<file path="src/rtl/alu_result_collector.sv">
// alu_result_collector: tracks each op issued to the ALU, picks the active
// unit's registered result one cycle later, and queues it (tagged with its
// function code) in a small FIFO behind a valid/ready interface. Issue is
// credit-throttled so a pending result always has a free slot.
module alu_result_collector #(
    parameter int ALU_OUT = 32,
    parameter int DEPTH   = 4
) (
    input  logic               CLK,
    input  logic               RST,
    input  logic               op_valid,
    input  logic [3:0]         op_fun,
    output logic               op_ready,
    input  logic [ALU_OUT-1:0] Arith_out,
    input  logic [ALU_OUT-1:0] Logic_OUT,
    input  logic [ALU_OUT-1:0] SHIFT_OUT,
    input  logic [ALU_OUT-1:0] CMP_OUT,
    input  logic               Arith_Flag,
    input  logic               Logic_Flag,
    input  logic               SHIFT_Flag,
    input  logic               CMP_Flag,
    input  logic               Carry_OUT,
    output logic               res_valid,
    input  logic               res_ready,
    output logic [ALU_OUT-1:0] res_data,
    output logic               res_flag,
    output logic               res_carry,
    output logic [3:0]         res_fun,
    output logic               ovf_err,
    input  logic               err_clr
);
    localparam int AW = (DEPTH > 1) ? $clog2(DEPTH) : 1;
    localparam int CW = AW + 1;

    typedef struct packed {
        logic [ALU_OUT-1:0] data;
        logic               flag;
        logic               carry;
        logic [3:0]         fun;
    } entry_t;

    entry_t          mem [DEPTH];
    entry_t          sel;
    entry_t          head;
    logic [AW-1:0]   wptr;
    logic [AW-1:0]   rptr;
    logic [CW-1:0]   count;
    logic            pend_v;
    logic [3:0]      pend_fun;
    logic            issue;
    logic            drop;
    logic            push;
    logic            pop;

    // Credit counts the in-flight pending op as well as stored entries, so
    // the push one cycle after an issue can never find the FIFO full.
    assign op_ready  = (count + CW'(pend_v)) < CW'(DEPTH);
    assign issue     = op_valid & op_ready;
    assign drop      = op_valid & ~op_ready;
    assign push      = pend_v;
    assign res_valid = (count != '0);
    assign pop       = res_valid & res_ready;

    // Pending stage: remember which unit the ALU is producing for.
    always_ff @(posedge CLK or negedge RST) begin
        if (!RST) begin
            pend_v   <= 1'b0;
            pend_fun <= 4'd0;
        end else begin
            pend_v   <= issue;
            pend_fun <= op_fun;
        end
    end

    // Unit mux; only the arithmetic unit carries a meaningful carry.
    always_comb begin
        sel     = '0;
        sel.fun = pend_fun;
        unique case (pend_fun[3:2])
            2'b00: begin
                sel.data  = Arith_out;
                sel.flag  = Arith_Flag;
                sel.carry = Carry_OUT;
            end
            2'b01: begin
                sel.data = Logic_OUT;
                sel.flag = Logic_Flag;
            end
            2'b10: begin
                sel.data = CMP_OUT;
                sel.flag = CMP_Flag;
            end
            default: begin
                sel.data = SHIFT_OUT;
                sel.flag = SHIFT_Flag;
            end
        endcase
    end

    // Storage array needs no reset; validity is tracked by count.
    always_ff @(posedge CLK) begin
        if (push) mem[wptr] <= sel;
    end

    // Pointers wrap naturally since DEPTH is a power of two.
    always_ff @(posedge CLK or negedge RST) begin
        if (!RST) begin
            wptr  <= '0;
            rptr  <= '0;
            count <= '0;
        end else begin
            if (push) wptr <= wptr + 1'b1;
            if (pop)  rptr <= rptr + 1'b1;
            if (push && !pop)      count <= count + 1'b1;
            else if (pop && !push) count <= count - 1'b1;
        end
    end

    // Sticky drop error; a new drop wins over a simultaneous clear.
    always_ff @(posedge CLK or negedge RST) begin
        if (!RST)         ovf_err <= 1'b0;
        else if (drop)    ovf_err <= 1'b1;
        else if (err_clr) ovf_err <= 1'b0;
    end

    // Head is forced to zero when empty so outputs read as zero after reset.
    assign head      = mem[rptr];
    assign res_data  = res_valid ? head.data  : '0;
    assign res_flag  = res_valid ? head.flag  : 1'b0;
    assign res_carry = res_valid ? head.carry : 1'b0;
    assign res_fun   = res_valid ? head.fun   : 4'd0;
endmodule

</file>
<file path="config.mk">
export PLATFORM = sky130hd
export DESIGN_NAME = alu_result_collector
export DESIGN_NICKNAME = d
export VERILOG_FILES = /design/src/rtl/alu_result_collector.sv
export SDC_FILE = /design/constraint.sdc
export NUM_CORES = 1
export LEC_CHECK = 0
export BUFFER_PORTS_ARGS = -buffer_cell sky130_fd_sc_hd__buf_2
export CORE_MARGIN = 2
export CORE_UTILIZATION = 40
export DETAILED_ROUTE_END_ITERATION = 6
export PLACE_DENSITY = 0.73
export SLEW_MARGIN = 5
export SYNTH_ARGS = -nofsm -noshare
export SYNTH_HDL_FRONTEND = slang
export SYNTH_SLANG_ARGS = --single-unit
</file>
<file path="constraint.sdc">
create_clock -name CLK -period 2.8 [get_ports CLK]
set_input_delay 0.56 -clock CLK [delete_from_list [all_inputs] [get_ports CLK]]
set_output_delay 0.56 -clock CLK [all_outputs]
set_load 0.03 [all_outputs]
</file>
==> results of run 1 <==
==> critical path, stage by stage (launching register included) <==
cell	delay, ns
dfrtp_1	0.44
or3_4	0.50
buf_4	0.26
and2_1	0.19
buf_2	0.18
==> cells by family (layout without fill, tap and decap cells) <==
| kind of cell | after synthesis | in the layout | share of synthesized area |
|---|---|---|---|
| adders and majority gates | 6 | 6 | 0.0115 |
| and+or+nand+nor | 50 | 50 | 0.0432 |
| AOI/OAI and AO/OA | 2 | 2 | 0.00157 |
| muxes | 72 | 72 | 0.225 |
| xor gates and xnor gates | 7 | 7 | 0.00857 |
| buffers and inverters | 26 | 229 | 0.0268 |
| DFF | 165 | 165 | 0.683 |
| other | 0 | 1 | 0 |
==> layout by cell type (no fill, tap or decap), drive strengths merged, types with 3 or more instances in the layout <==
cell type    n
and2        43
buf        194
bufinv       4
clkbuf      21
clkinvlp     3
dfrtp       13
edfxtp     152
ha           5
inv          5
mux4        71
xnor2        3
xor2         4
==> cell type report <==
cell class | count | area (um^2)
Sequential cell | 165 | 4890
Multi-Input combinational cell | 137 | 2080
Clock buffer | 21 | 440
Tap cell | 225 | 282
Timing Repair Buffer | 194 | 1050
Inverter | 5 | 18.8
Fill cell | 1437 | 8490
Antenna cell | 1 | 2.50
Clock inverter | 9 | 155
==> power groups by stage <==
stage | registers (mW) | logic [mW] | clock network [mW]
finish | 3.36 | 3.49 | 2.36
global route | 3.40 | 3.77 | 2.51
CTS | 3.36 | 3.58 | 2.41
detailed placement | 3.41 | 3.57 | 0
global placement | 3.37 | 3.52 | 0
floorplan | 3.36 | 2.65 | 0
==> registers in the layout, summed over array words and instances (netlist names) <==
| name | cells |
|---|---|
| rptr | 2 |
| ovf_err | 1 |
| pend_v | 1 |
| wptr | 2 |
| pend_fun | 4 |
| mem | 152 |
| count | 3 |
==> per-layer routing <==
metal  track usage  up-vias
li1              -     1741
met1         0.194     1969
met2         0.288      148
met3        0.0434        7
met4        0.0527        0
met5             0        -
==> final timing paths <==
| kind | start | endpoint | slack (ns) | cells after the start |
|---|---|---|---|---|
| max in group asynchronous | RST | rptr[0] | 2.50 | 1 |
| worst max-delay path | count[0] | res_fun[2] | 0.26 | 4 |
| worst min register to register | pend_fun[1] | mem[3][1] | 0.50 | 0 |
| worst max register to register | count[0] | count[2] | 0.55 | 8 |
| worst min-delay path | RST | pend_fun[1] | 0.03 | 1 |
| min in group CLK | op_fun[0] | pend_fun[0] | 0.25 | 1 |
==> results.md, run 1 <==
- Hold Path Class: input port to async pin
- Rows: 48
- Sw frac: 0.339
- Die ar.: 19000 um^2
- Post-synthesis cell count: 328
- Clock sink total: 165
- Worst path required time: 2.24 ns
- Status: completed
- First-pass GRT wire length: 22100 um
- Reg power frac: 0.364
- Routed len/inst: 19.5 um
- Fin. max-slew vios: 0
- Commonest cells in the netlist: edfxtp_1, mux4_2, and2_1, dfrtp_1, clkbuf_1
- Setup CP Type: register to output port
- CTS Buf Count: 17
- Pre-CTS WS: 0.535 ns
- Cell count after placement: 726
- Ys Warns: 0
- Post-synth EDFFs: 152
- Vias post-DR: 3865
- Final period util: 0.909
- Non-Filler Instances: 757
- Pwr per Cell Area: 1030 nW/um^2
- Vert. Die Dim: 138 um
- Post-Route WL: 14800 um
- Post-CTS setup buffer count: 0
- CP Capture Type: output port
- CTS root buf: clkbuf_16
- Critical Path Fanout Max: 26
- Core area: 17400 um^2
- Post-DP HPWL: 10100 um
- Synth top area share: 0.638
- # resized after CTS: 0
- Clock Latency Late Sink: 0.41 ns
- Final Hold Viols: 0
- Async SR Flop Fraction: 0.0788
- Slew @ Worst Pin: 0.944 ns
- Final Util: 0.512
- H-tree depth: 4
- Slew HR: 0.370
- DR vias/cell: 5.11
- MaxCap Viol Count: 0
- DRT Pass-1 Iters: 4
- Net load switching power: 3.12 mW
- Worst clock skew: 0.00772 ns
- Setup TNS: 0 ns
- GRT Resource Usage Total: 0.163
- Clk slew on worst S/H paths: 0.06 ns
- Synth Register Bits: 165
- Final nets: 668
- Register area share after synthesis: 0.683
- Antenna Nets Post-Route: 0
- Tot Pwr: 9.21 mW
- DRC Markers: 0
- Vias in the first global route: 4178
- Int Power: 6.09 mW
- Die Width: 138 um
- Combinational share of power: 0.379
- Synthesized netlist net count: 476
- Synth unique cells: 23
- CTS tree: done
- Count of hold-fix buffers inserted at cts: 0
- Initial antenna violation count: 0
- Initial DRC Count: 210
- IO Port Bufs: 182
- Share of layout cells above drive strength 1: 0.565
- Met2 routed WL: 7870 um
- Top sig layer: met4
- Initial Util: 0.411
- CTS max path bufs: 2
- CP Launch Type: register
- Count leader, synth: edfxtp_1
- Clock power frac: 0.256
- Setup violators final: 0
- Largest net degree at the start of global routing: 39
- Yosys top cell by area: edfxtp_1
- Synthesis-to-layout area growth: 24.7%
- Routability Congestion: 0.700
- GR Overflow Total: 0
- Most used flip-flop cell after synthesis: edfxtp_1
- Average size of a mapped cell: 21.8 um^2
- Hold Slack: 0.0321 ns
- Cell types occupying the most area after synthesis: edfxtp_1, mux4_2, dfrtp_1, and2_1, buf_12
- Ports: 183
- VDD IR max: 0.000525 V
- Metal3 WL: 907 um
- Leak Pwr: 3.28 nW
- RSZ-0062 raised after global routing: no
- Fin worst setup slack: 0.256 ns
- CP arrival: 1.98 ns
- Design Area, Final: 8920 um^2
- Wl on met1: 5930 um
- Fin crit period: 2.54 ns
- Post-placement cell area: 8330 um^2
- Highest clock rate: 0.393 GHz
- Post-Syn Area: 7160 um^2
Power figures use the tool's default switching activity.
==> run 2: changes to the inputs <==
Settings changed: ABC_AREA set to 1, PLACE_DENSITY 0.73 to 0.72.
==> results.md, run 2 <==
- Rows: 51
- Largest registers: mem: 152 flops, pend_fun: 4 flops, count: 3 flops
- Cell count after placement: 1272
- Count of hold-fix buffers inserted at cts: 0
- Synth Register Bits: 165
- Ant diodes: 0
- Clock sink total: 165
- Setup TNS: 0 ns
- Register cell area after layout: 4890 um^2
- Async SR Flop Fraction: 0.0788
- Largest register FFs: 152
- VDD IR max: 0.000557 V
- Non-Filler Instances: 1303
- Post-CTS setup buffer count: 0
- GR Overflow Total: 0
- Slowest stage cell on the critical path: clkinv_1
- Status: completed
- Area taken by multi-input logic gates: 2130 um^2
- Post-Route WL: 19300 um
- Slew @ Worst Pin: 0.719 ns
- H-tree depth: 4
- Fin. max-slew vios: 0
- Setup CP Type: register to output port
- Reg with most FFs: mem
- Antenna Nets Post-Route: 0
- Final Hold Viols: 0
- Share of layout cells above drive strength 1: 0.229
- Yosys top cell by area: edfxtp_1
- Max incr delay on CP: 0.45 ns
- Post-synthesis cell count: 853
- Critical path buffer and inverter count: 3
- Post-Syn Area: 7910 um^2
- Most frequent cells in the layout: nand2_1, buf_2, inv_1, edfxtp_1, nand3_1
- Initial DRC Count: 394
- Critical-path cell list: clkinv_1 > buf_4 > nand3_1 > a21oi_1 > buf_2
- Cell types occupying the most area after synthesis: edfxtp_1, nand2_1, inv_1, nand3_1, dfrtp_1
- Pre-CTS WS: 0.693 ns
- Commonest cells in the netlist: nand2_1, inv_1, edfxtp_1, nand3_1, a21oi_1
- Routability Congestion: 0.771
- CP arrival: 1.98 ns
- IO Port Bufs: 182
- Ports: 183
- Most common cell after layout, fill and taps aside: nand2_1
- Ys Warns: 0
- Setup violators final: 0
- DRT Pass-1 Iters: 5
- Vias post-DR: 6227
- CTS root buf: clkbuf_16
- DRC Markers: 0
- Hold Path Class: input port to async pin
- RSZ-0062 raised after global routing: no
- Largest net degree at the start of global routing: 47
- Worst path required time: 2.24 ns
- CP Capture Type: output port
- Count leader, synth: nand2_1
- CP top delay family: buffers and inverters
- Die ar.: 20900 um^2
- Final nets: 1174
- Initial antenna violation count: 0
- Synthesis-to-layout area growth: 23.0%
- Final period util: 0.908
- Register area share after synthesis: 0.618
- CTS Buf Count: 17
- Vert. Die Dim: 145 um
- Average size of a mapped cell: 9.27 um^2
- First-pass GRT wire length: 29000 um
- Design Area, Final: 9730 um^2
- GRT Resource Usage Total: 0.187
- Clk slew on worst S/H paths: 0.06 ns
- Synthesized netlist net count: 1001
- Post-placement cell area: 9100 um^2
- Routed len/inst: 14.8 um
- Core area: 19500 um^2
- Leak Pwr: 4.53 nW
- Slew HR: 0.520
- Pwr per Cell Area: 1030 nW/um^2
- Most used flip-flop cell after synthesis: edfxtp_1
- DR vias/cell: 4.78
- Initial Util: 0.406
- Tot Pwr: 10.0 mW
- Synth unique cells: 24
- Critical Path Fanout Max: 14
- # resized after CTS: 0
- Worst clock skew: 0.00500 ns
- Highest clock rate: 0.393 GHz
- CTS max path bufs: 2
- Synth top area share: 0.577
- Vias in the first global route: 5885
- Post-synth EDFFs: 152
- Die Width: 145 um
- Post-DP HPWL: 12500 um
- Fin crit period: 2.54 ns
- CP Launch Type: register
- Fill cells: 1741
- Clock Latency Late Sink: 0.42 ns
- CTS tree: done
- Fin worst setup slack: 0.258 ns
- MaxCap Viol Count: 0
## run 2: power by group
part / leakage, nW / total, mW / switching (mW) / internal [mW]
combinational: 2.68 / 4.20 / 3.01 / 1.20
sequential: 1.55 / 3.36 / 0.159 / 3.20
clock: 0.304 / 2.48 / 0.905 / 1.57
total: 4.53 / 10.0 / 4.07 / 5.97
## run 2: final timing paths
check	end	slack, ns	cells past startpoint	from
setup reg to reg	mem[2][20]	0.76	5	pend_fun[2]
hold reg to reg	ovf_err	0.48	2	ovf_err
setup / recovery	res_fun[3]	0.26	5	rptr[1]
max in group asynchronous	rptr[0]	2.50	1	RST
hold / removal	pend_fun[0]	0.03	1	RST
min in group CLK	pend_fun[2]	0.24	1	op_fun[2]
## run 2: through the flow
stage          hold slack [ns]  utilization
2_1_floorplan            0.264            -
3_3_place_gp             0.459        0.468
3_5_place_dp             0.470        0.468
4_1_cts                 0.0303        0.500
5_1_grt                 0.0496        0.500
6_report                0.0316        0.500
## run 2: metal layers
metal	up-vias	share of wire	routed length, um	GRT usage
met2	220	0.53	10200	0.351
met5	-	0	0	0
met3	26	0.053	1030	0.0288
met4	0	0.016	317	0.0726
met1	2918	0.40	7760	0.214
li1	3063	-	-	-
## run 2: cell type report
cell class | instances | share of cell area
sequential | 165 | 0.503
clock buffer | 17 | 0.0437
timing repair buffer | 197 | 0.114
clock inverter | 14 | 0.0213
multi-input combinational | 476 | 0.219
inverter | 169 | 0.0652
tap | 265 | 0.0341
## run 2: cells by family after synthesis
kind of cell / after synthesis / synth area share
adders and majority gates: 6 / 0.0104
xor gates and xnor gates: 3 / 0.00332
buffers and inverters: 212 / 0.113
and+or+nand+nor: 426 / 0.229
DFF: 165 / 0.618
AOI/OAI and AO/OA: 41 / 0.0263
